**src/rtl/vscale_htif_monitor_pkg.sv**
```systemverilog
// Shared definitions for the vscale HTIF test-completion monitor:
// FSM encoding, tohost decode constants and HTIF field widths.
package vscale_htif_monitor_pkg;

    localparam int          HTIF_PCR_WIDTH   = 64;
    localparam logic [11:0] CSR_ADDR_TO_HOST = 12'h780;

    // tohost==1 means pass; odd values above 1 carry a fail code in bits [W-1:1]
    localparam int          TOHOST_PASS      = 1;

    typedef enum logic [2:0] {
        ST_IDLE,
        ST_RD_REQ,
        ST_RD_RESP,
        ST_CLR_REQ,
        ST_CLR_RESP,
        ST_DONE
    } state_t;

    function automatic int idx_width(input int n);
        return (n > 1) ? $clog2(n) : 1;
    endfunction

endpackage

```
**src/rtl/vscale_htif_rr_sel.sv**
```systemverilog
// Round-robin selector: returns the first core after ptr (wrapping) whose
// mask bit is clear; ptr itself is the last candidate considered.
module vscale_htif_rr_sel
    import vscale_htif_monitor_pkg::*;
#(
    parameter int N  = 1,
    parameter int CW = idx_width(N)
) (
    input  logic [N-1:0]  mask,
    input  logic [CW-1:0] ptr,
    output logic [CW-1:0] next
);

    logic [CW-1:0] cand [1:N];
    logic [N:1]    cand_free;

    generate
        for (genvar gi = 1; gi <= N; gi++) begin : g_cand
            logic [CW:0] sum;
            logic        free;

            // ptr < N and gi <= N, so a single subtraction wraps correctly
            assign sum       = {1'b0, ptr} + (CW+1)'(gi);
            assign cand[gi]  = (sum >= (CW+1)'(N)) ? CW'(sum - (CW+1)'(N)) : CW'(sum);
            assign cand_free[gi] = free;

            always_comb begin
                free = 1'b0;
                for (int j = 0; j < N; j++) begin
                    if (cand[gi] == CW'(j) && !mask[j]) begin
                        free = 1'b1;
                    end
                end
            end
        end
    endgenerate

    always_comb begin
        next = ptr;
        for (int k = N; k >= 1; k--) begin
            if (cand_free[k]) begin
                next = cand[k];
            end
        end
    end

endmodule

```
**src/rtl/vscale_htif_monitor.sv**
```systemverilog
// Polls and clears the tohost CSR of each core over HTIF PCR, decodes
// pass/fail, enforces a cycle limit and raises sticky completion status.
module vscale_htif_monitor
    import vscale_htif_monitor_pkg::*;
#(
    parameter int  NUM_CORES     = 1,
    parameter int  PCR_WIDTH     = HTIF_PCR_WIDTH,
    parameter int  CYCLE_WIDTH   = 64,
    parameter int  POLL_INTERVAL = 16,
    localparam int CW            = idx_width(NUM_CORES)
) (
    input  logic                           clk,
    input  logic                           reset,
    input  logic [CYCLE_WIDTH-1:0]         max_cycles,
    output logic [NUM_CORES-1:0]           htif_pcr_req_valid,
    input  logic [NUM_CORES-1:0]           htif_pcr_req_ready,
    output logic                           htif_pcr_req_rw,
    output logic [11:0]                    htif_pcr_req_addr,
    output logic [PCR_WIDTH-1:0]           htif_pcr_req_data,
    input  logic [NUM_CORES-1:0]           htif_pcr_resp_valid,
    output logic [NUM_CORES-1:0]           htif_pcr_resp_ready,
    input  logic [NUM_CORES*PCR_WIDTH-1:0] htif_pcr_resp_data,
    output logic                           done,
    output logic                           pass,
    output logic                           timeout,
    output logic [CW-1:0]                  fail_core,
    output logic [PCR_WIDTH-1:0]           fail_code,
    output logic [CYCLE_WIDTH-1:0]         cycle_count
);

    localparam int IW = $clog2(POLL_INTERVAL + 1);

    state_t                 state_reg, state_next;
    logic [CW-1:0]          cur_reg, cur_next, rr_next;
    logic [IW-1:0]          cnt_reg, cnt_next;
    logic [NUM_CORES-1:0]   passed_reg, passed_next;
    logic [NUM_CORES-1:0]   cur_onehot, next_onehot;
    logic                   failed_reg, failed_next;
    logic [CW-1:0]          fail_core_next;
    logic [PCR_WIDTH-1:0]   fail_code_next;
    logic                   timeout_next, pass_next;
    logic [PCR_WIDTH-1:0]   resp_word;
    logic                   req_ready_cur, resp_valid_cur, limit_hit;

    generate
        for (genvar gi = 0; gi < NUM_CORES; gi++) begin : g_sel
            assign cur_onehot[gi]  = (cur_reg == CW'(gi));
            assign next_onehot[gi] = (cur_next == CW'(gi));
        end
    endgenerate

    always_comb begin
        resp_word = '0;
        for (int i = 0; i < NUM_CORES; i++) begin
            if (cur_onehot[i]) begin
                resp_word = htif_pcr_resp_data[i*PCR_WIDTH +: PCR_WIDTH];
            end
        end
    end

    assign req_ready_cur     = |(htif_pcr_req_ready & cur_onehot);
    assign resp_valid_cur    = |(htif_pcr_resp_valid & cur_onehot);
    assign limit_hit         = (state_reg != ST_DONE) && (max_cycles != '0) &&
                               (cycle_count == max_cycles - CYCLE_WIDTH'(1));
    assign htif_pcr_req_data = '0;

    vscale_htif_rr_sel #(
        .N  (NUM_CORES),
        .CW (CW)
    ) u_rr_sel (
        .mask (passed_reg),
        .ptr  (cur_reg),
        .next (rr_next)
    );

    always_comb begin
        state_next     = state_reg;
        cur_next       = cur_reg;
        cnt_next       = cnt_reg;
        passed_next    = passed_reg;
        failed_next    = failed_reg;
        fail_core_next = fail_core;
        fail_code_next = fail_code;
        timeout_next   = timeout;
        pass_next      = pass;

        case (state_reg)
            ST_IDLE: begin
                if (cnt_reg == IW'(POLL_INTERVAL - 1)) begin
                    cnt_next   = '0;
                    state_next = ST_RD_REQ;
                end else begin
                    cnt_next = cnt_reg + IW'(1);
                end
            end
            ST_RD_REQ: begin
                if (req_ready_cur) state_next = ST_RD_RESP;
            end
            ST_RD_RESP: begin
                if (resp_valid_cur) begin
                    if (resp_word == '0) begin
                        cur_next   = rr_next;
                        state_next = ST_IDLE;
                    end else begin
                        // even nonzero values are syscall traffic: cleared, not decoded
                        if (resp_word == PCR_WIDTH'(TOHOST_PASS)) begin
                            passed_next = passed_reg | cur_onehot;
                        end else if (resp_word[0] && !failed_reg) begin
                            failed_next    = 1'b1;
                            fail_core_next = cur_reg;
                            fail_code_next = resp_word >> 1;
                        end
                        state_next = ST_CLR_REQ;
                    end
                end
            end
            ST_CLR_REQ: begin
                if (req_ready_cur) state_next = ST_CLR_RESP;
            end
            ST_CLR_RESP: begin
                if (resp_valid_cur) begin
                    if (failed_reg || (&passed_reg)) begin
                        state_next = ST_DONE;
                    end else begin
                        cur_next   = rr_next;
                        state_next = ST_IDLE;
                    end
                end
            end
            ST_DONE: state_next = ST_DONE;
            default: state_next = ST_IDLE;
        endcase

        // cycle limit overrides any state, abandoning an in-flight handshake
        if (limit_hit) begin
            state_next   = ST_DONE;
            timeout_next = 1'b1;
        end

        if (state_next == ST_DONE && state_reg != ST_DONE) begin
            pass_next = (&passed_next) && !failed_next && !timeout_next;
        end
    end

    always_ff @(posedge clk) begin
        if (reset) begin
            state_reg           <= ST_IDLE;
            cur_reg             <= '0;
            cnt_reg             <= '0;
            passed_reg          <= '0;
            failed_reg          <= 1'b0;
            fail_core           <= '0;
            fail_code           <= '0;
            timeout             <= 1'b0;
            pass                <= 1'b0;
            done                <= 1'b0;
            cycle_count         <= '0;
            htif_pcr_req_valid  <= '0;
            htif_pcr_resp_ready <= '0;
            htif_pcr_req_rw     <= 1'b0;
            htif_pcr_req_addr   <= '0;
        end else begin
            state_reg           <= state_next;
            cur_reg             <= cur_next;
            cnt_reg             <= cnt_next;
            passed_reg          <= passed_next;
            failed_reg          <= failed_next;
            fail_core           <= fail_core_next;
            fail_code           <= fail_code_next;
            timeout             <= timeout_next;
            pass                <= pass_next;
            done                <= (state_next == ST_DONE);
            if (state_reg != ST_DONE) begin
                cycle_count <= cycle_count + CYCLE_WIDTH'(1);
            end
            htif_pcr_req_valid  <= (state_next == ST_RD_REQ || state_next == ST_CLR_REQ)
                                   ? next_onehot : '0;
            htif_pcr_resp_ready <= (state_next == ST_RD_RESP || state_next == ST_CLR_RESP)
                                   ? next_onehot : '0;
            htif_pcr_req_rw     <= (state_next == ST_CLR_REQ);
            htif_pcr_req_addr   <= CSR_ADDR_TO_HOST;
        end
    end

endmodule
```
**config.mk**
```make
export PLATFORM = sky130hd
export DESIGN_NAME = vscale_htif_monitor
export DESIGN_NICKNAME = d
export VERILOG_FILES = /design/src/rtl/vscale_htif_monitor_pkg.sv /design/src/rtl/vscale_htif_rr_sel.sv /design/src/rtl/vscale_htif_monitor.sv
export SDC_FILE = /design/constraint.sdc
export NUM_CORES = 1
export LEC_CHECK = 0
export ABC_AREA = 0
export BUFFER_PORTS_ARGS = -buffer_cell sky130_fd_sc_hd__clkbuf_2
export CAP_MARGIN = 20
export CELL_PAD_IN_SITES_DETAIL_PLACEMENT = 0
export CELL_PAD_IN_SITES_GLOBAL_PLACEMENT = 1
export CORE_MARGIN = 2
export CORE_UTILIZATION = 25
export CTS_BUF_LIST = sky130_fd_sc_hd__clkbuf_2
export CTS_CLUSTER_DIAMETER = 120
export CTS_CLUSTER_SIZE = 40
export DETAILED_ROUTE_END_ITERATION = 8
export PLACE_DENSITY_LB_ADDON = 0.08
export RECOVER_POWER = 100
export SLEW_MARGIN = 5
export SYNTH_ARGS = -nofsm -noshare
export SYNTH_HDL_FRONTEND = slang
export SYNTH_SLANG_ARGS = --single-unit
```
**constraint.sdc**
```tcl
create_clock -name clk -period 3.9 [get_ports clk]
set_input_delay 0 -clock clk [delete_from_list [all_inputs] [get_ports clk]]
set_output_delay 0 -clock clk [all_outputs]
set_load 0.1 [all_outputs]
```
==> flow_metrics.env <==
export IMPL_status="completed"
export IMPL_slew_headroom_pct=13.0
export IMPL_worstSetupPathType="reg -> reg"
export IMPL_die_w_um=195
export IMPL_min_period_ns=3.70
export IMPL_slew_viol_final=0
export IMPL_synth_edf_count=0
export IMPL_final_layout_size_suffix_gt1_share_pct=12.8
export IMPL_hold_depth=8
export IMPL_cts_tree="done"
export IMPL_worstRegToRegCells=10
export IMPL_grt_pass1_vias=9622
export IMPL_met2_usage_pct=31.2
export IMPL_largest_reg_flops=64
export IMPL_rsz0062_at_grt="false"
export IMPL_cts_htree_levels=4
export IMPL_critPathRequiredTime_ns=4.66
export IMPL_hpwl_um=27300
export IMPL_io_pins=343
export IMPL_synthMuxAreaShare_pct=0.854
export IMPL_grt_max_degree=73
export IMPL_tightest_slew_ns=1.31
export IMPL_ys_flop_type="dfxtp_1"
export IMPL_gp_congestion=0.824
export IMPL_path_cells="xor2_1 -> xnor2_1 -> o21ai_0 -> a2111oi_0 -> o2111ai_1 -> a2111oi_0 -> nand3_1 -> or4_4 -> dlygate4sd3_1 -> a21oi_2"
export IMPL_num_rows=69
export IMPL_gr_max_usage_layer="met2"
export IMPL_cts_buffers_inserted=17
export IMPL_fin_crit_sh_pct=94.8
export IMPL_synthArstFlopShare_pct=0
export IMPL_insertion_delay_ns=0.84
export IMPL_dr_pass1_iters=7
export IMPL_area_growth_pct=40.6
export IMPL_core_area_um2=35700
export IMPL_avgSynthCellArea_um2=7.92
export IMPL_final_cells=2083
export IMPL_cap_violations=0
export IMPL_yosys_area_share_simple_pct=33.4
export IMPL_postCtsSetupRepairBufs=0
export IMPL_cts_buffer_depth=2
export IMPL_setup_viol=0
export IMPL_worst_path_buf_inv=1
export IMPL_gr_usage_met3_pct=3.24
export IMPL_yosys_warnings=0
export IMPL_initial_core_util_pct=25.5
export IMPL_grt_util_met1_pct=25.5
export IMPL_min_path_type="in -> reg"
export IMPL_dieArea_um2=37900
export IMPL_nets=1742
export IMPL_grt_usage_pct=19.1
export IMPL_num_vias=9687
export IMPL_crit_family="compound AO/OA/AOI/OAI gates"
export IMPL_p_per_area_nw_per_um2=258
export IMPL_synthXorXnorAreaFrac_pct=13.5
export IMPL_hold_violations=0
export IMPL_clock_root_buffer="clkbuf_2"
export IMPL_postRouteAntennaNets=0
export IMPL_antenna_found_initial=1
export IMPL_synth_seq_area_share_pct=32.2
export IMPL_wl_per_cell_um=17.5
export IMPL_cts_resized=0
export IMPL_die_y_um=195
export IMPL_cts_clk_slew_worst_paths_ns=0.23
export IMPL_cts_num_sinks=146
export IMPL_crit_path_frequent_cell="a2111oi_0"
export IMPL_p_leak_uw=0.00468
export IMPL_grt_pass1_wl_um=56200
export IMPL_vdd_drop_max_uv=152
export IMPL_finalSetupTns_ns=0
export IMPL_syn_area_um2=9090
export IMPL_synthAdderAreaFrac_pct=0.413
export IMPL_crit_cells=10
export IMPL_portBuffers=269
export IMPL_cp_max_fo=7
export IMPL_netlist_cell_type_count=72
export IMPL_viasPerCell=4.65
export IMPL_fmax_mhz=271
export IMPL_slowest_stage="dlygate4sd3_1"
export IMPL_cpPeakStageDelay_ns=0.61
export IMPL_first_iter_violations=406
export IMPL_synth_top_family_by_area="simple AND/OR/NAND/NOR gates"
export IMPL_critPathCaptureType="flip-flop"
export IMPL_dp_cells=1851
export IMPL_syn_instance_count=1147
export IMPL_grt_overflow=0
export IMPL_skew_ns=0.0497
export IMPL_wirelength_um=36500
export IMPL_synth_compound_area_share_pct=10.6
export IMPL_critPathLaunchType="flip-flop"
export IMPL_arrival_ns=4.45
export IMPL_drc=0
export IMPL_synth_seq_cells=146
power breakdown:
part,internal [uW],switching [uW]
sequential,1500,9.65
clock,375,649
combinational,205,554
worst reg2reg max path, cell delays in order (launching register included):
cell           delay, ns
dfxtp_1             0.53
xor2_1              0.23
xnor2_1             0.18
o21ai_0             0.13
a2111oi_0           0.37
o2111ai_1           0.17
a2111oi_0           0.59
nand3_1             0.19
or4_4               0.54
dlygate4sd3_1       0.61
a21oi_2             0.12
cell families (layout without fill, tap and decap cells):
logic type / count (synthesis) / in the layout
fa+ha+maj: 3 / 3
buf+inv: 139 / 540
other cells: 1 / 75
xor+xnor: 140 / 140
simple gates: 547 / 547
flops: 146 / 146
compound gates: 164 / 164
mux: 7 / 7
path summary, 6_finish.rpt:
check,from,endpoint,slack (ns)
min,max_cycles[62],pass,0.15
max reg2reg,cycle_count[3],state_reg[0],0.20
max,cycle_count[3],state_reg[0],0.20
min reg2reg,fail_code[24],fail_code[24],0.47
stage by stage:
step                power, uW  utilization, %  setup slack (ns)  hold slack (ns)  cell area (um2)
finish                   3300            35.8             0.204            0.151            12800
global route             3460            35.8            0.0523            0.133            12800
CTS                      3350            36.4             0.137          0.00250            13000
detailed placement       2190            30.1             0.389            0.276            10700
global placement         2190            30.1             0.474            0.275            10700
floorplan                2070               -             0.429            0.164             9360
per-layer routing:
layer	part of all wire, %	routed length, um
met5	0	0
met4	2.2	817
met3	4.4	1620
met2	47	17100
met1	46	17000
final cells by class:
type                    instances  area (um2)
multi-input cells             934        5610
diodes                          2        5.00
well taps                     461         577
clock inverters                13         173
flip-flops and latches        146        2920
repair buffers                494        3340
inverters                      14        52.6
fillers                      3910       22900
clock buffers                  19        95.1
cells in the mapped netlist (14+ instances only):
master / number / area, um2
a21oi_1: 89 / 445
and3_1: 18 / 113
buf_4: 76 / 571
clkbuf_1: 41 / 154
dfxtp_1: 146 / 2920
inv_1: 14 / 52.6
nand2_1: 121 / 454
nand3_1: 34 / 170
nand3b_1: 66 / 495
nand4_1: 24 / 150
nor2_1: 98 / 368
nor3_1: 48 / 240
nor4_1: 39 / 244
o21ai_0: 29 / 145
or3_1: 22 / 138
xnor2_1: 86 / 753
xor2_1: 54 / 473
cell usage in the layout (no fill, tap or decap), types with 4 or more instances in the layout:
cell type and count:
dlygate4sd3_1 198, dfxtp_1 146, xor2_1 54, o21a_1 4, or3_1 22, nor4_2 4
inv_6 4, a21oi_1 89, and3_1 18, inv_1 14, nor3_1 48, nand3_1 34
clkbuf_2 149, nand4_1 24, buf_4 17, conb_1 73, o21ai_0 29, nor4_1 40
nor2_1 98, nor2b_1 7, a31oi_1 7, clkbuf_1 148, nand3b_1 66, nand2b_1 12
nor4b_1 4, mux2i_1 4, or4_1 11, and2_1 4, and4_1 7, nand2_1 121
xnor2_1 86
repair_timing:
| action | CTS | global route |
|---|---|---|
| setup endpoints to repair | 0 | 0 |
| hold buffers | 198 | 0 |
| endpoints found under the hold margin | 144 | 0 |
No activity file was read; power rests on OpenSTA's default activity.
